===== config.mk =====
export PLATFORM = sky130hd
export DESIGN_NAME = fetch_unit
export DESIGN_NICKNAME = d
export VERILOG_FILES = /design/src/rtl/fetch_unit.sv
export SDC_FILE = /design/constraint.sdc
export NUM_CORES = 1
export LEC_CHECK = 0
export BUFFER_PORTS_ARGS = -buffer_cell sky130_fd_sc_hd__buf_2
export CORE_MARGIN = 5
export CORE_UTILIZATION = 54
export CTS_CLUSTER_SIZE = 12
export DETAILED_ROUTE_END_ITERATION = 8
export GPL_TIMING_DRIVEN = 0
export HOLD_SLACK_MARGIN = 0.15
export PLACE_DENSITY_LB_ADDON = 0.3
export SETUP_SLACK_MARGIN = 0.02
export SLEW_MARGIN = 20
export SYNTH_ARGS = -nofsm -noshare
export SYNTH_HDL_FRONTEND = slang
export SYNTH_SLANG_ARGS = --single-unit

===== constraint.sdc =====
create_clock -name clk -period 2.75 [get_ports clk]
set_input_delay 0.275 -clock clk [delete_from_list [all_inputs] [get_ports clk]]
set_output_delay 0.275 -clock clk [all_outputs]
set_load 0.01 [all_outputs]

===== src/rtl/fetch_unit.sv =====
// Instruction fetch stage: owns the PC, issues reads to a 1-cycle-latency program
// memory and presents one registered instruction per cycle with stall and redirect.
module fetch_unit #(
  parameter int unsigned          INSTR_WIDTH  = 16,
  parameter int unsigned          PC_WIDTH     = 10,
  parameter logic [PC_WIDTH-1:0]  RESET_VECTOR = '0
) (
  input  logic                   clk,
  input  logic                   rst_n,
  output logic [PC_WIDTH-1:0]    pmem_addr,
  output logic                   pmem_rd,
  input  logic [INSTR_WIDTH-1:0] pmem_data,
  input  logic                   stall,
  input  logic                   redirect_valid,
  input  logic                   redirect_abs_en,
  input  logic [11:0]            redirect_offset,
  input  logic [PC_WIDTH-1:0]    redirect_abs,
  output logic [INSTR_WIDTH-1:0] instruction,
  output logic                   instr_valid,
  output logic [PC_WIDTH-1:0]    instr_pc,
  output logic [PC_WIDTH-1:0]    return_pc
);

  localparam int unsigned OFFSET_WIDTH = 12;

  logic [PC_WIDTH-1:0]    fetch_pc_q,    fetch_pc_d;
  logic                   inflight_q,    inflight_d;
  logic [PC_WIDTH-1:0]    inflight_pc_q, inflight_pc_d;
  logic                   skid_valid_q,  skid_valid_d;
  logic [INSTR_WIDTH-1:0] skid_data_q,   skid_data_d;
  logic [PC_WIDTH-1:0]    skid_pc_q,     skid_pc_d;
  logic [INSTR_WIDTH-1:0] instr_q,       instr_d;
  logic                   instr_valid_q, instr_valid_d;
  logic [PC_WIDTH-1:0]    instr_pc_q,    instr_pc_d;

  logic                   redirect_take;
  logic                   rd_req;
  logic [31:0]            offset_ext;
  logic [PC_WIDTH-1:0]    target_pc;

  // Redirect is only meaningful against a valid instruction; it beats stall.
  assign redirect_take = redirect_valid && instr_valid_q;
  assign rd_req        = !stall && !redirect_take;

  assign offset_ext = {{(32 - OFFSET_WIDTH){redirect_offset[OFFSET_WIDTH-1]}}, redirect_offset};
  assign target_pc  = redirect_abs_en ? redirect_abs
                    : PC_WIDTH'(32'(instr_pc_q) + 32'd1 + offset_ext);

  // Read strobe is forced low while reset is asserted.
  assign pmem_rd     = rst_n && rd_req;
  assign pmem_addr   = fetch_pc_q;
  assign instruction = instr_q;
  assign instr_valid = instr_valid_q;
  assign instr_pc    = instr_pc_q;
  assign return_pc   = PC_WIDTH'(instr_pc_q + 1'b1);

  always_comb begin
    fetch_pc_d    = fetch_pc_q;
    inflight_d    = inflight_q;
    inflight_pc_d = inflight_pc_q;
    skid_valid_d  = skid_valid_q;
    skid_data_d   = skid_data_q;
    skid_pc_d     = skid_pc_q;
    instr_d       = instr_q;
    instr_valid_d = instr_valid_q;
    instr_pc_d    = instr_pc_q;

    if (redirect_take) begin
      // Wrong-path read in flight and any skidded word are discarded.
      fetch_pc_d    = target_pc;
      inflight_d    = 1'b0;
      skid_valid_d  = 1'b0;
      instr_valid_d = 1'b0;
    end else begin
      inflight_d = rd_req;
      if (rd_req) begin
        fetch_pc_d    = PC_WIDTH'(fetch_pc_q + 1'b1);
        inflight_pc_d = fetch_pc_q;
      end

      if (stall) begin
        // No read is issued while stalled, so one skid entry always suffices.
        if (inflight_q) begin
          skid_valid_d = 1'b1;
          skid_data_d  = pmem_data;
          skid_pc_d    = inflight_pc_q;
        end
      end else begin
        instr_valid_d = inflight_q || skid_valid_q;
        if (skid_valid_q) begin
          instr_d      = skid_data_q;
          instr_pc_d   = skid_pc_q;
          skid_valid_d = inflight_q;
          if (inflight_q) begin
            skid_data_d = pmem_data;
            skid_pc_d   = inflight_pc_q;
          end
        end else if (inflight_q) begin
          instr_d    = pmem_data;
          instr_pc_d = inflight_pc_q;
        end
      end
    end
  end

  always_ff @(posedge clk or negedge rst_n) begin
    if (!rst_n) begin
      fetch_pc_q    <= RESET_VECTOR;
      inflight_q    <= 1'b0;
      inflight_pc_q <= '0;
      skid_valid_q  <= 1'b0;
      skid_data_q   <= '0;
      skid_pc_q     <= '0;
      instr_q       <= '0;
      instr_valid_q <= 1'b0;
      instr_pc_q    <= '0;
    end else begin
      fetch_pc_q    <= fetch_pc_d;
      inflight_q    <= inflight_d;
      inflight_pc_q <= inflight_pc_d;
      skid_valid_q  <= skid_valid_d;
      skid_data_q   <= skid_data_d;
      skid_pc_q     <= skid_pc_d;
      instr_q       <= instr_d;
      instr_valid_q <= instr_valid_d;
      instr_pc_q    <= instr_pc_d;
    end
  end

endmodule


# After elaboration in Yosys (flattened, before gate mapping)
# Index checks and enable logic that the tools add are counted.
# word_totals
word_cells	49
out_inout_bits	48
input_bits	43
ff_bits	75
# op_classes
add_sub_neg	4
n_eq_ne	2
mux	20
reduce_logical	12
bitwise	2
# ops
op	count
$mux 10	8
$mux 16	5
$add 10x1->10 const B	3
$add 10x10->10	1
$mux 1	7
$reduce_bool 2->1	3
$reduce_and 2->1	2
$logic_and 1x1->1	3
$ne 3x1->1 const B	1
$reduce_and 3->1	1
$logic_not 1->1	2
$ne 2x1->1 const B	1
$not 1->1	2
$logic_or 1x1->1	1

# Depth between registers and ports, before layout
# logic_depth
ltp_word	5
ltp_mapped	9
mapped_depth_nobuf	9

# Least setup slack after synthesis
# OpenSTA, ideal clock, no wires.
# synth_path
kind	register -> register
start	register instr_pc_q[0], in the netlist instr_pc[0]
end	register fetch_pc_q[6], in the netlist pmem_addr[6]
setup_ns	0.066
arrival_ns	2.151
n_path_buf	0
path_slack_ns	0.532
stages_incl_launch_ff	10
cell_sequence	dfrtp_1 > inv_1 > ha_1 > inv_1 > fa_1 > a211oi_1 > o21bai_1 > a21oi_1 > mux2i_1 > o311a_1
# synth_between
elab_chain_cells	4
# synth_rtl
item	line_no	text
from (decl)	34	logic [PC_WIDTH-1:0] instr_pc_q, instr_pc_d;
from (signal assigned)	126	instr_pc_q <= instr_pc_d;
$add 10x1->10	47	: PC_WIDTH'(32'(instr_pc_q) + 32'd1 + offset_ext);
$add 10x10->10	47	
$mux 10	46	assign target_pc = redirect_abs_en ? redirect_abs
$mux 10	68	if (redirect_take) begin
to (signal assigned)	118	fetch_pc_q <= fetch_pc_d;
to (decl)	26	logic [PC_WIDTH-1:0] fetch_pc_q, fetch_pc_d;
# No other way between the ends.
# A chain may end at the register's enable or synchronous reset.

# Worst setup path after layout
# Ends and elaborated chain as after synthesis.

==> results.txt <==
----------------------------------------------------
[Outcome]
  Run status ... complete, no violations

[Global route]
  Grt ovf ... 0
  First-pass GRT wire length ... approximately 15 mm
  Vias in the first global route ... approximately 3.0k
  Antenna violations before repair ... 0
  Maximum number of pins on one net before global-route repair ... 45
  Total GRT Usage ... between 20% and 30%

[Layout]
  Number of fill cells in the layout ... between 500 and 600
  Total area of sequential cells ... 0.00188 sq mm
  Area growth syn-to-layout ... 22.1%
  End-of-flow core utilization ... 68.7%
  Count of nets after finishing ... a little over 500
  Combined area of the multi-input logic cells ... around 0.0019 sq mm
  Diode count ... 0
  Most frequent cells in the layout ... 93 x sky130_fd_sc_hd__buf_2, 75 x sky130_fd_sc_hd__dfrtp_1, 34 x sky130_fd_sc_hd__nand2_1, 29 x sky130_fd_sc_hd__mux2i_1, 25 x sky130_fd_sc_hd__o21ai_1
  Final Cell Area ... 0.00472 sq mm
  Layout Cells excl Fill ... approximately 550
  Most common cell after layout, fill and taps aside ... sky130_fd_sc_hd__buf_2
  Share of post-route cells with drive strength above 1 ... between 30% and 40%

[Synth]
  Number of enable-type register cells in the synthesized netlist ... 0
  Syn Nets ... a little under 400
  Proportion of netlist area held by the largest area contributor ... 48.6%
  Primary flip-flop cell chosen by synthesis mapping ... sky130_fd_sc_hd__dfrtp_1
  Netlist cell types ... 49
  Async set-or-reset flop fraction in the synthesized netlist ... 100%
  Sequential element share of the synthesized area ... 48.6%
  Synth area leader ... sky130_fd_sc_hd__dfrtp_1
  Synth Area per Inst ... 11.3 sq um
  Number of storage elements in the synthesis netlist ... 75
  Gate count of the mapped netlist ... roughly 340
  Cell area after synthesis ... between 0.003 and 0.004 sq mm
  Most area-consuming cells after synthesis ... sky130_fd_sc_hd__dfrtp_1 49%, sky130_fd_sc_hd__mux2i_1 7.5%, sky130_fd_sc_hd__mux2_1 5.8%
  Total of warnings raised by yosys ... 0

[Power and ir drop]
  Leakage component of the power ... 2.19 nW
  Worst vdd ir ... 0.000445 V
  Switching power of the nets ... roughly 1.9 mW
  Sw Share ... a little under two fifths
  Cell internal power dissipation ... about 3 mW
  Part of the total power dissipated in the clock network ... about a fifth
  Part of the power in registers ... between 40% and 50%
  Combinational group share of total power ... 40.0%
  Power density normalized to cell area ... roughly 1000 mW/mm^2

[Timing]
  Pin slew with the least headroom to its limit ... ~0.57 ns
  Final max-slew violation count ... 0
  Rel. slew slack ... 62.3%
  Maximum clock frequency ... between 400 and 500 MHz
  Number of failing setup endpoints in the final timing report ... 0
  Hold violation total from the final report ... 0
  Final TNS setup ... 0 ns
  Period utilisation layout ... between 80% and 90%
  Final critical delay including setup and external delays ... 2.44 ns
  Minimum setup slack in the final design ... 0.306 ns
  Skew final ... a little under 0.008 ns
  Setup repair after global routing missed its margin ... no

[Clocking]
  Clk pin slew, worst setup/hold paths ... roughly 0.08 ns
  Number of clock sinks ... 75
  Root cell of the clock tree ... sky130_fd_sc_hd__clkbuf_8
  CTS Buffer Depth ... 2
  Worst skew pair latency ... ~0.34 ns
  TritonCTS clock tree ... built
  H-Tree Depth ... 3
  Setup repair bufs after CTS ... 0
  Total CTS buffers ... 9

[Placed design]
  Total cell area at the placement stage ... between 0.004 and 0.005 sq mm
  Post-Place Cells ... 527
  HPWL after detailed placement ... 6.83 mm
  Weighted congestion at the end of routability-driven global placement ... slightly below 0.9
  Number of buffers inserted by port buffering ... 87
  Worst slack at placement ... about 0.33 ns

[Worst setup path]
  Crit-path max FO ... 6
  Worst setup SP type ... register
  Data arrival time of the critical path ... 2.72 ns
  Cell with the most instances on the worst path ... sky130_fd_sc_hd__inv_1
  Crit path buffers/inverters ... 2
  Crit-path slowest cell ... sky130_fd_sc_hd__dfrtp_1
  CP cell instances ... inv_1 > ha_1 > inv_1 > fa_1 > a211oi_1 > o21bai_1 > a21oi_1 > mux2i_1 > o311a_1
  Element type at the critical path end ... register
  Top cell family by delay on the critical path ... compound AO/OA/AOI/OAI gates
  Delay contributed by the slowest stage of the critical path ... ~0.46 ns
  Req. time, crit path ... 3.03 ns
  Critical path type ... register to register

[Floorplan]
  Number of core rows ... 30
  Area inside the core boundary ... roughly 0.0069 sq mm
  Total die area ... 0.00895 sq mm
  Chip width ... 94.6 microns
  Die Ht ... ~95 microns
  IO Count ... slightly above 90
  Starting Density ... about 56%

[Routing]
  Antenna viol nets, final ... 0
  Violation count after the first detailed-routing iteration ... 153
  Number of remaining DRC errors ... 0
  Routed WL per cell ... 16.5 microns
  Ratio of routed vias to standard cells ... about 5.5
  Number of optimization iterations in the first detailed-route pass ... 4
  WL final ... 9.08 mm
  Total via count in the routed design ... about 3k

[Hold path]
  Kind of path behind the tightest hold check ... input pin to register

[Job]
  Max-cap check violation count ... 0

----------------------------------------------------
[cells in the mapped netlist (3+ instances only)]
library cell	instances
sky130_fd_sc_hd__mux2i_1	29
sky130_fd_sc_hd__a22oi_1	3
sky130_fd_sc_hd__nand2_1	34
sky130_fd_sc_hd__mux2_1	20
sky130_fd_sc_hd__ha_1	11
sky130_fd_sc_hd__mux2_2	16
sky130_fd_sc_hd__o21ai_1	25
sky130_fd_sc_hd__o21ai_0	11
sky130_fd_sc_hd__dfrtp_1	75
sky130_fd_sc_hd__nor2b_1	4
sky130_fd_sc_hd__nand3_1	12
sky130_fd_sc_hd__a211oi_1	4
sky130_fd_sc_hd__clkbuf_1	5
sky130_fd_sc_hd__buf_2	7
sky130_fd_sc_hd__nor2_1	5
sky130_fd_sc_hd__a21oi_1	12
sky130_fd_sc_hd__nor3_1	3
sky130_fd_sc_hd__inv_1	5
sky130_fd_sc_hd__or3_1	5
sky130_fd_sc_hd__and3_1	5
sky130_fd_sc_hd__xor2_1	7
sky130_fd_sc_hd__xnor2_1	11
[metrics by stage]
| step | power, mW | hold WS, ns |
|---|---|---|
| after floorplan | 3.20 | -0.0206 |
| after global placement | 3.85 | 0.463 |
| after detailed placement | 3.96 | 0.301 |
| after CTS | 4.91 | 0.155 |
| after global routing | 5.21 | 0.150 |
| final | 4.88 | 0.166 |
[cells by family after synthesis]
group           Yosys count  synth area share [%]
xor+xnor                 18                  4.08
fa+ha+maj                12                  4.08
mux                      65                  18.0
buf+inv                  21                  2.98
simple gates             81                  10.5
flops                    75                  48.6
compound gates           71                  11.8
[cell type report]
cell class              count  share of cell area (%)
flip-flops and latches     75                    39.8
multi-input cells         247                    39.7
repair buffers             94                    11.0
clock buffers              11                    2.78
well taps                  96                    2.55
plain buffers              16                    2.04
clock inverters             5                    1.80
inverters                   5                   0.398
[power by group through the flow]
stage	Combinational, mW	Sequential (mW)	Clock [mW]
6_report	1.95	1.99	0.935
5_1_grt	2.16	2.06	0.994
4_1_cts	1.97	1.99	0.945
3_5_place_dp	1.95	2.01	0
3_3_place_gp	1.87	1.98	0
2_1_floorplan	1.20	2.00	0
[per-layer routing]
| metal | GRT usage [%] | vias up | wire length (microns) |
|---|---|---|---|
| met4 | 7.57 | 0 | 87 |
| met5 | 0 | - | 0 |
| met3 | 3.75 | 8 | 451 |
| met2 | 34.8 | 80 | 4430 |
| met1 | 29.3 | 1472 | 4120 |
| li1 | - | 1443 | - |
[repair_timing]
action,in CTS,in global routing
hold buffers,6,0
endpoints found under the hold margin,47,0
resized for setup,0,0
[registers in the layout (all words and copies together), names as in the netlist]
signal and flops:
skid_valid_q 1, instr_valid 1, inflight_q 1, instruction 16, skid_pc_q 10, pmem_addr 10
instr_pc 10, skid_data_q 16, inflight_pc_q 10
[path summary, 6_finish.rpt]
check	start	end	slack, ns	depth (start not counted)
setup / recovery	instr_pc[0]$_DFFE_PN0P_	pmem_addr[6]$_DFFE_PN0P_	0.31	9
hold / removal	pmem_data[11]	skid_data_q[11]$_DFFE_PN0P_	0.17	2
setup reg to reg	instr_pc[0]$_DFFE_PN0P_	pmem_addr[6]$_DFFE_PN0P_	0.31	9
hold reg to reg	instruction[11]$_DFFE_PN0P_	instruction[11]$_DFFE_PN0P_	0.48	2
max in group asynchronous	rst_n	instr_pc[2]$_DFFE_PN0P_	1.72	3
min in group asynchronous	rst_n	pmem_addr[0]$_DFFE_PN0P_	0.45	2
No activity file was read; power rests on OpenSTA's default activity.
